**src/rtl/lsu_pkg.sv**
```systemverilog
// Shared funct3 encodings, FSM state type and access-size decode for the LSU word adapter.
package lsu_pkg;

  localparam logic [2:0] F3_B  = 3'b000;
  localparam logic [2:0] F3_H  = 3'b001;
  localparam logic [2:0] F3_W  = 3'b010;
  localparam logic [2:0] F3_BU = 3'b100;
  localparam logic [2:0] F3_HU = 3'b101;

  localparam logic [2:0] MEM_WIDTH_WORD = 3'b010;

  typedef enum logic [2:0] {
    StIdle,
    StRd0,
    StRd1,
    StWr0,
    StWr1,
    StDone
  } lsu_state_t;

  // Access size in bytes; encoding 2'b11 is illegal and faulted by the caller.
  function automatic logic [2:0] lsu_size(input logic [1:0] f3_lo);
    case (f3_lo)
      2'b00:   return 3'd1;
      2'b01:   return 3'd2;
      default: return 3'd4;
    endcase
  endfunction

endpackage

```
**src/rtl/lsu_align.sv**
```systemverilog
// Byte-lane alignment: extracts/extends load data from a two-word window and merges store bytes.
module lsu_align
  import lsu_pkg::*;
(
  input  logic [1:0]  off_i,
  input  logic [2:0]  size_i,
  input  logic        unsigned_i,
  input  logic [31:0] buf0_i,
  input  logic [31:0] buf1_i,
  input  logic [31:0] wdata_i,
  output logic [31:0] load_o,
  output logic [31:0] wr0_o,
  output logic [31:0] wr1_o
);

  logic [63:0] window;
  logic [63:0] shifted;
  logic [63:0] wdata_sh;
  logic [63:0] bit_mask;
  logic [63:0] merged;
  logic [7:0]  lane_mask;
  logic [7:0]  byte_mask;

  always_comb begin
    window  = {buf1_i, buf0_i};
    shifted = window >> {off_i, 3'b000};

    case (size_i)
      3'd1:    load_o = unsigned_i ? {24'b0, shifted[7:0]} : {{24{shifted[7]}}, shifted[7:0]};
      3'd2:    load_o = unsigned_i ? {16'b0, shifted[15:0]} : {{16{shifted[15]}}, shifted[15:0]};
      default: load_o = shifted[31:0];
    endcase

    case (size_i)
      3'd1:    lane_mask = 8'b0000_0001;
      3'd2:    lane_mask = 8'b0000_0011;
      default: lane_mask = 8'b0000_1111;
    endcase
    byte_mask = lane_mask << off_i;

    for (int i = 0; i < 8; i++) begin
      bit_mask[8*i +: 8] = {8{byte_mask[i]}};
    end

    // Lanes 4..7 belong to the following word and feed the second write.
    wdata_sh = {32'b0, wdata_i} << {off_i, 3'b000};
    merged   = (window & ~bit_mask) | (wdata_sh & bit_mask);
    wr0_o    = merged[31:0];
    wr1_o    = merged[63:32];
  end

endmodule

```
**src/rtl/lsu_word_adapter.sv**
```systemverilog
// Byte-addressed load/store adapter over a word-only memory using read-modify-write.
// Word-crossing accesses are split when LSU_MISALIGN_SPLIT_EN is defined, faulted otherwise.
module lsu_word_adapter
  import lsu_pkg::*;
#(
  parameter int unsigned N  = 12,
  parameter int unsigned DW = 32
) (
  input  logic          clk,
  input  logic          rst,
  input  logic          req_valid,
  output logic          req_ready,
  input  logic          req_we,
  input  logic [2:0]    req_funct3,
  input  logic [31:0]   req_addr,
  input  logic [31:0]   req_wdata,
  output logic          resp_valid,
  output logic [31:0]   resp_rdata,
  output logic          resp_fault,
  output logic [31:0]   mem_addr,
  output logic [2:0]    mem_width,
  output logic          mem_we,
  output logic [DW-1:0] mem_wdata,
  input  logic [DW-1:0] mem_rdata
);

  if (DW != 32) begin : g_dw_check
    $fatal(1, "lsu_word_adapter: DW must be 32");
  end

  lsu_state_t  state_q, state_d;
  logic        we_q;
  logic [2:0]  f3_q;
  logic [1:0]  off_q;
  logic [N-1:0] w0_q;
  logic [31:0] wdata_q;
  logic        fault_q;
  logic [31:0] buf0_q;
  logic [31:0] buf1;
  logic [N-1:0] mem_word_q, mem_word_d;

  logic        accept;
  logic [1:0]  off_in;
  logic [2:0]  size_in;
  logic        cross_in;
  logic [N-1:0] w0_in;
  logic        bad_f3;
  logic        fault_in;
  logic [31:0] load_data;
  logic [31:0] wr0_data;
  logic [31:0] wr1_data;

`ifdef LSU_MISALIGN_SPLIT_EN
  logic        cross_q;
  logic [31:0] buf1_q;
  assign buf1 = buf1_q;
`else
  assign buf1 = '0;
`endif

  always_comb begin
    accept   = req_valid & req_ready;
    off_in   = req_addr[1:0];
    size_in  = lsu_size(req_funct3[1:0]);
    cross_in = ({1'b0, off_in} + size_in) > 3'd4;
    w0_in    = req_addr[N+1:2];
    bad_f3   = (req_funct3 == 3'b011) || (req_funct3[2:1] == 2'b11) || (req_we && req_funct3[2]);
`ifdef LSU_MISALIGN_SPLIT_EN
    // No wrap-around from the last word to word 0.
    fault_in = bad_f3 || (|req_addr[31:N+2]) || (cross_in && (&w0_in));
`else
    fault_in = bad_f3 || (|req_addr[31:N+2]) || cross_in;
`endif
  end

  always_comb begin
    state_d = state_q;
    case (state_q)
      StIdle: begin
        if (accept) begin
          if (fault_in) begin
            state_d = StDone;
          end else if (req_we && (req_funct3 == F3_W) && (off_in == 2'b00)) begin
            state_d = StWr0;
          end else begin
            state_d = StRd0;
          end
        end
      end
`ifdef LSU_MISALIGN_SPLIT_EN
      StRd0:  state_d = cross_q ? StRd1 : (we_q ? StWr0 : StDone);
      StRd1:  state_d = we_q ? StWr0 : StDone;
      StWr0:  state_d = cross_q ? StWr1 : StDone;
      StWr1:  state_d = StDone;
`else
      StRd0:  state_d = we_q ? StWr0 : StDone;
      StWr0:  state_d = StDone;
`endif
      StDone: state_d = StIdle;
      default: state_d = StIdle;
    endcase
  end

  always_comb begin
    mem_word_d = mem_word_q;
    case (state_q)
      StRd0, StWr0: mem_word_d = w0_q;
`ifdef LSU_MISALIGN_SPLIT_EN
      StRd1, StWr1: mem_word_d = w0_q + {{(N-1){1'b0}}, 1'b1};
`endif
      default:      mem_word_d = mem_word_q;
    endcase

    req_ready  = (state_q == StIdle) && !rst;
    resp_valid = (state_q == StDone) && !rst;
    resp_fault = resp_valid && fault_q;
    resp_rdata = (resp_valid && !fault_q && !we_q) ? load_data : 32'b0;
    mem_addr   = {{(32-N){1'b0}}, mem_word_d};
    mem_width  = MEM_WIDTH_WORD;
    mem_we     = ((state_q == StWr0) || (state_q == StWr1)) && !rst;
    mem_wdata  = '0;
    if (state_q == StWr0) begin
      mem_wdata = wr0_data;
    end else if (state_q == StWr1) begin
      mem_wdata = wr1_data;
    end
  end

  always_ff @(posedge clk) begin
    if (rst) begin
      state_q    <= StIdle;
      mem_word_q <= '0;
      we_q       <= 1'b0;
      f3_q       <= '0;
      off_q      <= '0;
      w0_q       <= '0;
      wdata_q    <= '0;
      fault_q    <= 1'b0;
      buf0_q     <= '0;
`ifdef LSU_MISALIGN_SPLIT_EN
      cross_q    <= 1'b0;
      buf1_q     <= '0;
`endif
    end else begin
      state_q    <= state_d;
      mem_word_q <= mem_word_d;
      if (accept) begin
        we_q    <= req_we;
        f3_q    <= req_funct3;
        off_q   <= off_in;
        w0_q    <= w0_in;
        wdata_q <= req_wdata;
        fault_q <= fault_in;
`ifdef LSU_MISALIGN_SPLIT_EN
        cross_q <= cross_in;
`endif
      end
      if (state_q == StRd0) begin
        buf0_q <= mem_rdata;
      end
`ifdef LSU_MISALIGN_SPLIT_EN
      if (state_q == StRd1) begin
        buf1_q <= mem_rdata;
      end
`endif
    end
  end

  lsu_align u_align (
    .off_i      (off_q),
    .size_i     (lsu_size(f3_q[1:0])),
    .unsigned_i (f3_q[2]),
    .buf0_i     (buf0_q),
    .buf1_i     (buf1),
    .wdata_i    (wdata_q),
    .load_o     (load_data),
    .wr0_o      (wr0_data),
    .wr1_o      (wr1_data)
  );

endmodule

```
**config.mk**
```make
export PLATFORM = sky130hd
export DESIGN_NAME = lsu_word_adapter
export DESIGN_NICKNAME = d
export VERILOG_FILES = /design/src/rtl/lsu_pkg.sv /design/src/rtl/lsu_align.sv /design/src/rtl/lsu_word_adapter.sv
export SDC_FILE = /design/constraint.sdc
export NUM_CORES = 1
export LEC_CHECK = 0
export BUFFER_PORTS_ARGS = -buffer_cell sky130_fd_sc_hd__buf_2
export CAP_MARGIN = 20
export CORE_MARGIN = 2
export CORE_UTILIZATION = 25
export DETAILED_ROUTE_END_ITERATION = 6
export PLACE_DENSITY = 0.49
export SETUP_SLACK_MARGIN = 0.4
export SYNTH_ARGS = -nofsm -noshare
export SYNTH_HDL_FRONTEND = slang
export SYNTH_HIERARCHICAL = 1
export SYNTH_SLANG_ARGS = --single-unit
```
**constraint.sdc**
```tcl
create_clock -name clk -period 2.6 [get_ports clk]
set_input_delay 0.52 -clock clk [delete_from_list [all_inputs] [get_ports clk]]
set_output_delay 0.52 -clock clk [all_outputs]
set_load 0.02 [all_outputs]
```
---- Word level (Yosys, flattened, before mapping) ----
Index checks and enable logic that the tools add are counted.
storage, ports and cells
  bits in read-only memories .............. 0
  bits in latches ......................... 0
  output and inout bits ................... 103
  register bits after elaboration ......... 98
  RAM bits ................................ 0
  input bits .............................. 103
  memories kept ........................... 0
cells by class
  reductions and logical operators ........ 23
  bitwise gates (word level) .............. 5
  divide/modulo/power cells ............... 0
  add/subtract/negate cells ............... 1
  magnitude comparators ................... 1
  $mul .................................... 0
  shifts and indexed selects .............. 3
  equality and inequality tests ........... 12
  muxes and demuxes ....................... 15
operator list
  kind                number
  $mux 32             5
  $and 32x64->64      1
  $and 64x64->64      1
  $not 64->64         1
  $or 64x64->64       1
  $pmux 32 s2         1
  $shl 32x5->64       1
  $shr 32x5->32       1
  $reduce_or 18->1    1
  $eq 3x2->1 const B  4
  $mux 12             1
  $pmux 3 s2          2
  $logic_and 1x1->1   9
  $mux 3              3
  $pmux 3 s3          1
  $pmux 4 s2          1
  $shl 4x2->8         1
  $eq 3x1->1 const B  2
  $eq 3x3->1 const B  2
  $logic_not 2->1     3
  $logic_or 1x1->1    5
  $eq 2x1->1 const B  2
  $add 2x3->3         1
  $gt 3x3->1 const B  1
  7 further kinds     9

---- Logic depth before layout (Yosys ltp) ----
Gate-level depths: netlist of the first run.
  depth in word-level cells ............... 10
  depth in mapped cells ................... 8
  gate-level depth less buffers ........... 8

---- Cells and area by module ----
The synthesis of the first run kept the hierarchy.
modules (own cells, without submodules)
  module            area an instance (µm²)  times used  seq. area each (µm²)  cells an instance
  lsu_word_adapter  4449.3                  1           1961.9                541
  lsu_align         2299.7                  1           0.0                   275

---- Least setup slack after synthesis of the first run ----
OpenSTA, ideal clock, no wires.
  path type ............................... reg-to-output
  from .................................... register f3_q[0]
  to ...................................... output port mem_wdata[0]
  arrival ................................. 1.891 ns
  slack ................................... 0.189 ns
  buffers on the path ..................... 0
  stages on the path, launching flop included .. 7
  cells stage by stage .................... dfxtp_1 nor2b_1 or3b_2 a21oi_1 nor2_2 mux2_2 a22o_1
on the way
  longest elaborated chain between the ends .. 10
  elaborated cells between the ends (all ways) .. 13
ends and longest elaborated chain
  item                                           RTL line                 source
  from (decl)                                    lsu_word_adapter.sv:33   logic [2:0] f3_q;
  from (signal assigned)                         lsu_word_adapter.sv:149  f3_q <= req_funct3;
  $eq 2x1->1 or $logic_not 2->1 (tied branches)  lsu_pkg.sv:23            case (f3_lo)
  $pmux 3 s2 *                                   lsu_pkg.sv:23
  $eq 3x2->1 or $eq 3x1->1 (tied branches)       lsu_align.sv:34          case (size_i)
  $pmux 4 s2 *                                   lsu_align.sv:34
  $shl 4x2->8 *                                  lsu_align.sv:39          byte_mask = lane_mask << off_i;
  $not 64->64                                    lsu_align.sv:47          merged = (window & ~bit_mask) | (wdata_sh & bit_mask);
  $and 32x64->64                                 lsu_align.sv:47
  $or 64x64->64 *                                lsu_align.sv:47
  via wr1_data[0]                                lsu_word_adapter.sv:51   logic [31:0] wr1_data;
  $mux 32 *                                      lsu_word_adapter.sv:124  end else if (state_q == StWr1) begin
  $mux 32 *                                      lsu_word_adapter.sv:122  if (state_q == StWr0) begin
  to (decl)                                      lsu_word_adapter.sv:23   output logic [DW-1:0] mem_wdata,
Mark *: on every way through the listed nets, which the timed path passes. The rest lies on a longest branch.

---- Worst setup path in the final report of the first run ----
  from .................................... register f3_q[0]
  to ...................................... output port mem_wdata[19]
on the way
  elaborated cells between the ends (all ways) .. 13
RTL lines
  item                                           RTL line                 source
  $eq 2x1->1 or $logic_not 2->1 (tied branches)  lsu_pkg.sv:23
  $pmux 3 s2 *                                   lsu_pkg.sv:23
  $eq 3x2->1 or $eq 3x1->1 (tied branches)       lsu_align.sv:34
  $pmux 4 s2 *                                   lsu_align.sv:34
  $shl 4x2->8 *                                  lsu_align.sv:39
  $not 64->64                                    lsu_align.sv:47
  $and 32x64->64                                 lsu_align.sv:47
  $or 64x64->64 *                                lsu_align.sv:47
  via wr0_data[19]                               lsu_word_adapter.sv:50   logic [31:0] wr0_data;
  $mux 32 *                                      lsu_word_adapter.sv:122
Marks and branches as above.

==> summary.md, run 1 <==
| Metric | Value |
|---|---|
| Post-Synthesis Cells | `approximately 800` |
| GPL Wtd Cong | `0.858` |
| Total number of placement rows | `60` |
| Number of antenna-violating nets in the routed design | `0` |
| Boundary Pins | `around 200` |
| Reg power frac | `0.338` |
| Yosys cell types | `46` |
| Mapped Area | `6750 um^2` |
| Initial DRC Count | `381` |
| Post-DP Area | `8450 um^2` |
| Via density | `4.73` |
| Final cycle utilization of the critical path | `1.12` |
| Cell area after layout | `10,300 um^2` |
| Core Util, Final | `0.384` |
| Critical Path RT | `roughly 2.1 ns` |
| Die area | `28,300 um^2` |
| Port bufs | `182` |
| Worst Setup Start Kind | `flop` |
| Failing checks | `setup timing` |
| CP bufs+invs | `2` |
| Synth area leader | `dfxtp_1` |
| HPWL Detailed | `18.7 mm` |
| CTS tree | `done` |
| Layout cells sized above 1 | `0.433` |
| Family with the most delay on the worst path | `simple AND/OR/NAND/NOR gates` |
| Logic gate share of total power | `0.421` |
| Synth top area share | `0.291` |
| Max_slew headroom | `0.542` |
| Cells on worst reg2reg path | `6` |
| Hold buffer count at cts | `0` |
| FF-to-FF End | `wdata_q[11]` |
| Pleak | `4.71 nW` |
| Worst Hold Class | `input pin to flop` |
| Initial antenna violation count | `3` |
| WP depth | `8` |
| Root buffer cell | `clkbuf_16` |
| Clock transition at path regs | `0.08 ns` |
| Status | `finished, violations left` |
| Total track usage | `0.184` |
| Clk_skew | `0.0135 ns` |
| RSZ-0062 raised after global routing | `yes` |
| Switching Share | `0.367` |
| Clk buf depth | `2` |
| Setup WS post-layout | `-0.321 ns` |
| Pint | `0.00350 W` |
| Ranking of synthesized cells by area | `dfxtp_1 (29%), mux2_2 (11%), nand2_1 (10%)` |
| Initial Utilization | `0.253` |
| PwrDens | `539 nW/um^2` |
| Crit-path max FO | `8` |
| Fill cells | `2,777` |
| Clk_lat worst skew | `0.36 ns` |
| Maxcap violations | `0` |
| Clk pwr share | `0.241` |
| Yosys warns | `6` |
| Crit path DAT | `between 2 and 2.5 ns` |
| P&R area growth vs syn | `52.0%` |
| Largest net degree at the start of global routing | `100` |
| First-pass GRT wire length | `39.4 mm` |
| Grt ovf | `0` |
| Slowest CP cell | `or3b_4` |
| Die H | `168 um` |
| Setup-failing EPs final | `56` |
| Vias | `approximately 7,000` |
| Setup crit end kind | `output pin` |
| Worst VDD drop | `0.305 mV` |
| WL/cell | `between 15 and 20 um` |
| Main flop type after synthesis | `dfxtp_1` |
| Crit path launch | `f3_q[0]` |
| Fin. Hold Viols | `0` |
| Slew Limit Fails | `0` |
| Final wirelength | `26.7 mm` |
| Net load switching power | `0.00203 W` |
| Tightest Pin Transition | `0.687 ns` |
| Flops & latches, synth | `98` |
| Die X | `168 um` |
| R2R setup slack | `0.92 ns` |
| DRC violations left | `0` |
| CTS H-tree lvls | `3` |
| Post-synthesis sequential area ratio | `0.291` |
| Tmin final | `2.92 ns` |
| Max Freq | `342 MHz` |
| WS Path Type | `flop to output pin` |
| Vias in the first global route | `6,699` |
| CP cell instances | `nor2b_4 > or3b_4 > a21oi_4 > mux2i_4 > buf_12 > mux2_4 > a22o_4 > buf_6` |
| R2r startpoint | `state_q[0]` |
| Post-synthesis async set-or-reset flop share | `0` |
| CP max stage delay | `0.41 ns` |
| Detailed Routing Iterations Pass 1 | `4` |
| CTS Sinks | `98` |
| Total CTS buffers | `9` |
| Avg Synthesized Cell Area | `8.27 um^2` |
| CP Capture Point | `mem_wdata[19]` |
| Nets@finish | `1,202` |
| Core region area | `26,700 um^2` |
| Number of flops mapped to enable cells by yosys | `0` |
-- worst reg2reg max path: stages, from the launching register on --
cell and delay [ns]:
dfxtp_4 0.36, buf_6 0.12, nor4_2 0.39, and2_2 0.32, buf_12 0.23, nand2_1 0.15, nand2_1 0.07
-- cell families (layout without fill, tap and decap cells) --
| group | Yosys count | count (layout) | synth area share |
|---|---|---|---|
| other cells | 2 | 97 | 0.00111 |
| fa+ha+maj | 2 | 2 | 0.00482 |
| simple gates | 338 | 338 | 0.249 |
| buf+inv | 99 | 290 | 0.0814 |
| mux | 126 | 126 | 0.230 |
| xor+xnor | 2 | 2 | 0.00260 |
| compound gates | 149 | 151 | 0.141 |
| flops | 98 | 98 | 0.291 |
-- per-stage QoR --
step           setup TNS, ns  total power [W]  setup slack [ns]  instances  hold slack, ns
5_1_grt               -17.25          0.00582            -0.391       1443           0.340
4_1_cts                -7.24          0.00529            -0.287       1427           0.331
2_1_floorplan              0          0.00303             0.320        909           0.444
3_5_place_dp               0          0.00358            0.0905       1368           0.464
3_3_place_gp               0          0.00357             0.110       1368           0.466
6_report              -11.95          0.00553            -0.321       1445           0.341
-- cells in the mapped netlist (all sizes together), types with 3 or more instances --
master,number
nand2,184
dfxtp,98
buf,71
mux2,69
a21oi,56
nand3b,52
a22o,49
mux2i,41
o21ai,39
and2,34
nor2,34
clkbuf,22
mux4,16
nor2b,14
inv,6
nor4,6
nand2b,4
nor3b,3
-- repair_timing --
item                       4_1_cts  5_1_grt
gates resized for setup        166       89
cloned                           8        2
pin swaps                       33       23
setup endpoints to repair       77       77
setup buffers                   35       14
-- placed cells by master (no fill, tap or decap), types with 20 or more instances in the layout --
master and instances:
nor2_1 20, a22o_4 21, mux2_2 39, mux2_4 29, buf_4 46, mux2i_1 39
nand2_1 181, o21ai_0 26, a22o_1 28, conb_1 95, nand3b_1 51, buf_2 129
buf_6 66, a21oi_1 48, and2_4 21, dfxtp_1 90
-- sequential cells by signal (all words and copies together) (netlist names) --
register	flops
buf0_q	32
f3_q	3
fault_q	1
mem_word_q	12
off_q	2
state_q	3
w0_q	12
wdata_q	32
we_q	1
-- layer usage --
metal	global-route usage	vias up	wire [um]
li1	-	3307	-
met1	0.241	3249	11900
met2	0.301	232	12500
met3	0.0348	46	1600
met4	0.0652	2	782
met5	0	-	7
-- power groups by stage --
stage,Sequential [W],Clock [W],Combinational (W)
2_1_floorplan,0.00177,0,0.00126
3_3_place_gp,0.00190,0,0.00167
3_5_place_dp,0.00190,0,0.00168
4_1_cts,0.00186,0.00137,0.00206
5_1_grt,0.00188,0.00144,0.00250
6_report,0.00187,0.00133,0.00232
-- how the worst min path moves through the flow --
stage                start        end  depth (start not counted)
2_1_floorplan    buf0_q[0]  buf0_q[0]                          2
3_3_place_gp       w0_q[6]    w0_q[6]                          2
3_5_place_dp       w0_q[9]    w0_q[9]                          2
4_1_cts        req_addr[8]    w0_q[6]                          3
5_1_grt        req_addr[6]    w0_q[4]                          3
6_report       req_addr[8]    w0_q[6]                          3
-- cell type report --
class | instances | area (um^2) | share of cell area
clock buffers | 9 | 225 | 0.0219
flip-flops and latches | 98 | 1980 | 0.193
multi-input cells | 714 | 5210 | 0.507
repair buffers | 268 | 2320 | 0.226
well taps | 341 | 427 | 0.0416
diodes | 2 | 5.00 | 0.000488
inverters | 6 | 22.5 | 0.00219
clock inverters | 7 | 70.1 | 0.00683
Note: power is estimated with default switching activity, not from simulation.
==> run 2, diff against run 1 <==
RECOVER_POWER = 100   (was default)
==> run 2 against run 1 <==
  * The run still ends with setup timing left
  * Clock-buffer cell count is the same
  * Clock power is essentially flat
  * Total power shrank 0.98%
  * Critical endpoint unchanged
  * Largest power group unchanged
  * Setup slack lost 0.0076 ns
  * Cell area shrank 1.2%
  * Register-to-register slack lost 0.69 ns
  * Fmax shrank 0.26%
  * First-iteration DRC count grew 4.2%
==> summary.md, run 2 (synthesis gave the netlist of run 1 again) <==
| Metric | Value |
|---|---|
| Setup crit end kind | `output pin` |
| Gr busiest metal | `met2` |
| Status | `finished, violations left` |
| Highest-count cells in the layout ignoring fill and taps | `nand2_1 (181), buf_2 (121), conb_1 (95)` |
| Most common cell after layout, fill and taps aside | `nand2_1` |
| Maxcap violations | `0 (unchanged)` |
| Setup WS post-layout | `-0.329 ns (-0.00764 ns)` |
| Total track usage | `0.184 (unchanged)` |
| Via density | `4.70 (-0.64%)` |
| WS Path Type | `flop to output pin` |
| Worst Hold Class | `input pin to flop` |
| DRC violations left | `0 (unchanged)` |
| First-pass GRT wire length | `39.4 mm (unchanged)` |
| Pleak | `4.64 nW (-1.5%)` |
| Grt met3 use | `0.0348 (unchanged)` |
| PwrDens | `540 nW/um^2 (+0.18%)` |
| Port bufs | `182 (unchanged)` |
| WL/cell | `18.4 um (-0.37%)` |
| Initial antenna violation count | `3 (unchanged)` |
| Grt ovf | `0 (unchanged)` |
| Final wirelength | `26.6 mm (-0.37%)` |
| CTS H-tree lvls | `3 (unchanged)` |
| Tmin final | `2.93 ns (+0.00764 ns)` |
| HPWL Detailed | `18.7 mm (unchanged)` |
| Total number of placement rows | `60 (unchanged)` |
| Biggest regs | `buf0_q: 32 flops, wdata_q: 32 flops` |
| Clk_skew | `0.0119 ns (-0.00159 ns)` |
| Final cycle utilization of the critical path | `1.13 (+0.00294)` |
| Number of antenna-violating nets in the routed design | `0 (unchanged)` |
| Crit-path max FO | `8 (unchanged)` |
| Clock transition at path regs | `0.08 ns (about the same)` |
| CTS Sinks | `98 (unchanged)` |
| Critical Path RT | `2.08 ns (about the same)` |
| Crit path DAT | `2.41 ns (about the same)` |
| Met2 Resource Use GR | `0.301 (unchanged)` |
| Largest net degree at the start of global routing | `100 (unchanged)` |
| Setup TNS | `-12.31 ns (-0.364 ns)` |
| GPL Wtd Cong | `0.858 (unchanged)` |
| M1 GR Usage | `0.241 (unchanged)` |
| Clk_lat worst skew | `0.36 ns (about the same)` |
| Hold buffer count at cts | `0 (unchanged)` |
| Root buffer cell | `clkbuf_16` |
| Die area | `28,300 um^2 (unchanged)` |
| Die H | `168 um (unchanged)` |
| Fill cells | `2,794 (+0.61%)` |
| Detailed Routing Iterations Pass 1 | `4 (unchanged)` |
| RSZ-0062 raised after global routing | `yes` |
| Slew Limit Fails | `0 (unchanged)` |
| Max Freq | `341 MHz (-0.26%)` |
| Die X | `168 um (unchanged)` |
| Core region area | `26,700 um^2 (unchanged)` |
| P&R area growth vs syn | `50.3%` |
| Vias | `6,792 (-0.64%)` |
| R2R setup slack | `0.23 ns (-0.69 ns)` |
| Initial Utilization | `0.253 (unchanged)` |
| Initial DRC Count | `397 (+4.2%)` |
| Vias in the first global route | `6,699 (unchanged)` |
| Fin. Hold Viols | `0 (unchanged)` |
| Worst Setup Start Kind | `flop` |
| Tightest Pin Transition | `0.673 ns (-0.0146 ns)` |
| Hold slack | `0.338 ns (-0.00246 ns)` |
| Layout cells sized above 1 | `0.417 (-0.0154)` |
| Placed cells | `1,368 (unchanged)` |
| Clk buf depth | `2 (unchanged)` |
| Failing checks | `setup timing` |
| Worst VDD drop | `0.308 mV (+1.0%)` |
| Setup-failing EPs final | `59 (+5.4%)` |
| CTS tree | `done` |
| Boundary Pins | `206 (unchanged)` |
| Total CTS buffers | `9 (unchanged)` |
| Nets@finish | `1,202 (unchanged)` |
| Final Instance Count excl. Fillers | `1,445 (unchanged)` |
| Max_slew headroom | `0.552 (+0.00975)` |
## run 2: cell count changes in the layout (fill, tap and decap cells not counted), moves of 4 or more
cell      change
clkbuf_2      +6
mux2_1        +5
buf_4         -4
clkbuf_1      +6
buf_2         -8
mux2_4        -5
## run 2: worst paths after layout
check                   to   startpoint  cells after the start
max          mem_wdata[19]      f3_q[0]                      8
min                w0_q[6]  req_addr[8]                      3
min reg2reg        w0_q[8]      w0_q[8]                      2
max reg2reg     buf0_q[31]   state_q[0]                      9
## run 2: what timing repair did
item / in CTS / in global routing
setup buffers: 35 / 14
gates cloned: 8 / 2
endpoints found under the setup margin: 77 / 77
gates resized for setup: 166 / 89
pin swaps: 33 / 23
## run 2: metrics by stage
stage                     cell area, um^2  worst slack (ns)  power, W   util
final                               10100            -0.329   0.00547  0.379
after global routing                10100            -0.391   0.00577  0.379
after CTS                            9740            -0.287   0.00529  0.364
after detailed placement             8450            0.0905   0.00358  0.316
after global placement               8450             0.110   0.00357  0.316
after floorplan                      7320             0.320   0.00303      -
## run 2: cell type report
type	instances	area [um^2]	share of cell area
inverter	6	22.5	0.00222
sequential	98	1980	0.195
multi-input combinational	714	5160	0.509
timing repair buffer	268	2250	0.222
antenna	2	5.00	0.000493
tap	341	427	0.0421
clock buffer	9	225	0.0222
clock inverter	7	70.1	0.00691
## run 2: where the power goes
| part | internal [W] | switching, W |
|---|---|---|
| Clock | 0.000676 | 0.000659 |
| Combinational | 0.00113 | 0.00115 |
| Sequential | 0.00165 | 0.000214 |
| Total | 0.00345 | 0.00202 |
## run 2: worst max-delay path: stages (launching register included)
cell and delay [ns]:
dfxtp_2 0.35, nor2b_4 0.19, or3b_4 0.41, a21oi_4 0.17
mux2i_4 0.10, buf_12 0.16, mux2_4 0.30, a22o_4 0.24
buf_6 0.13
## run 2: layer usage
metal | share of wire | vias up | routed length (um)
met2 | 0.47 | 207 | 12500
met3 | 0.053 | 41 | 1400
met4 | 0.027 | 2 | 728
met1 | 0.45 | 3233 | 12000
met5 | 0.00026 | - | 7
li1 | - | 3309 | -
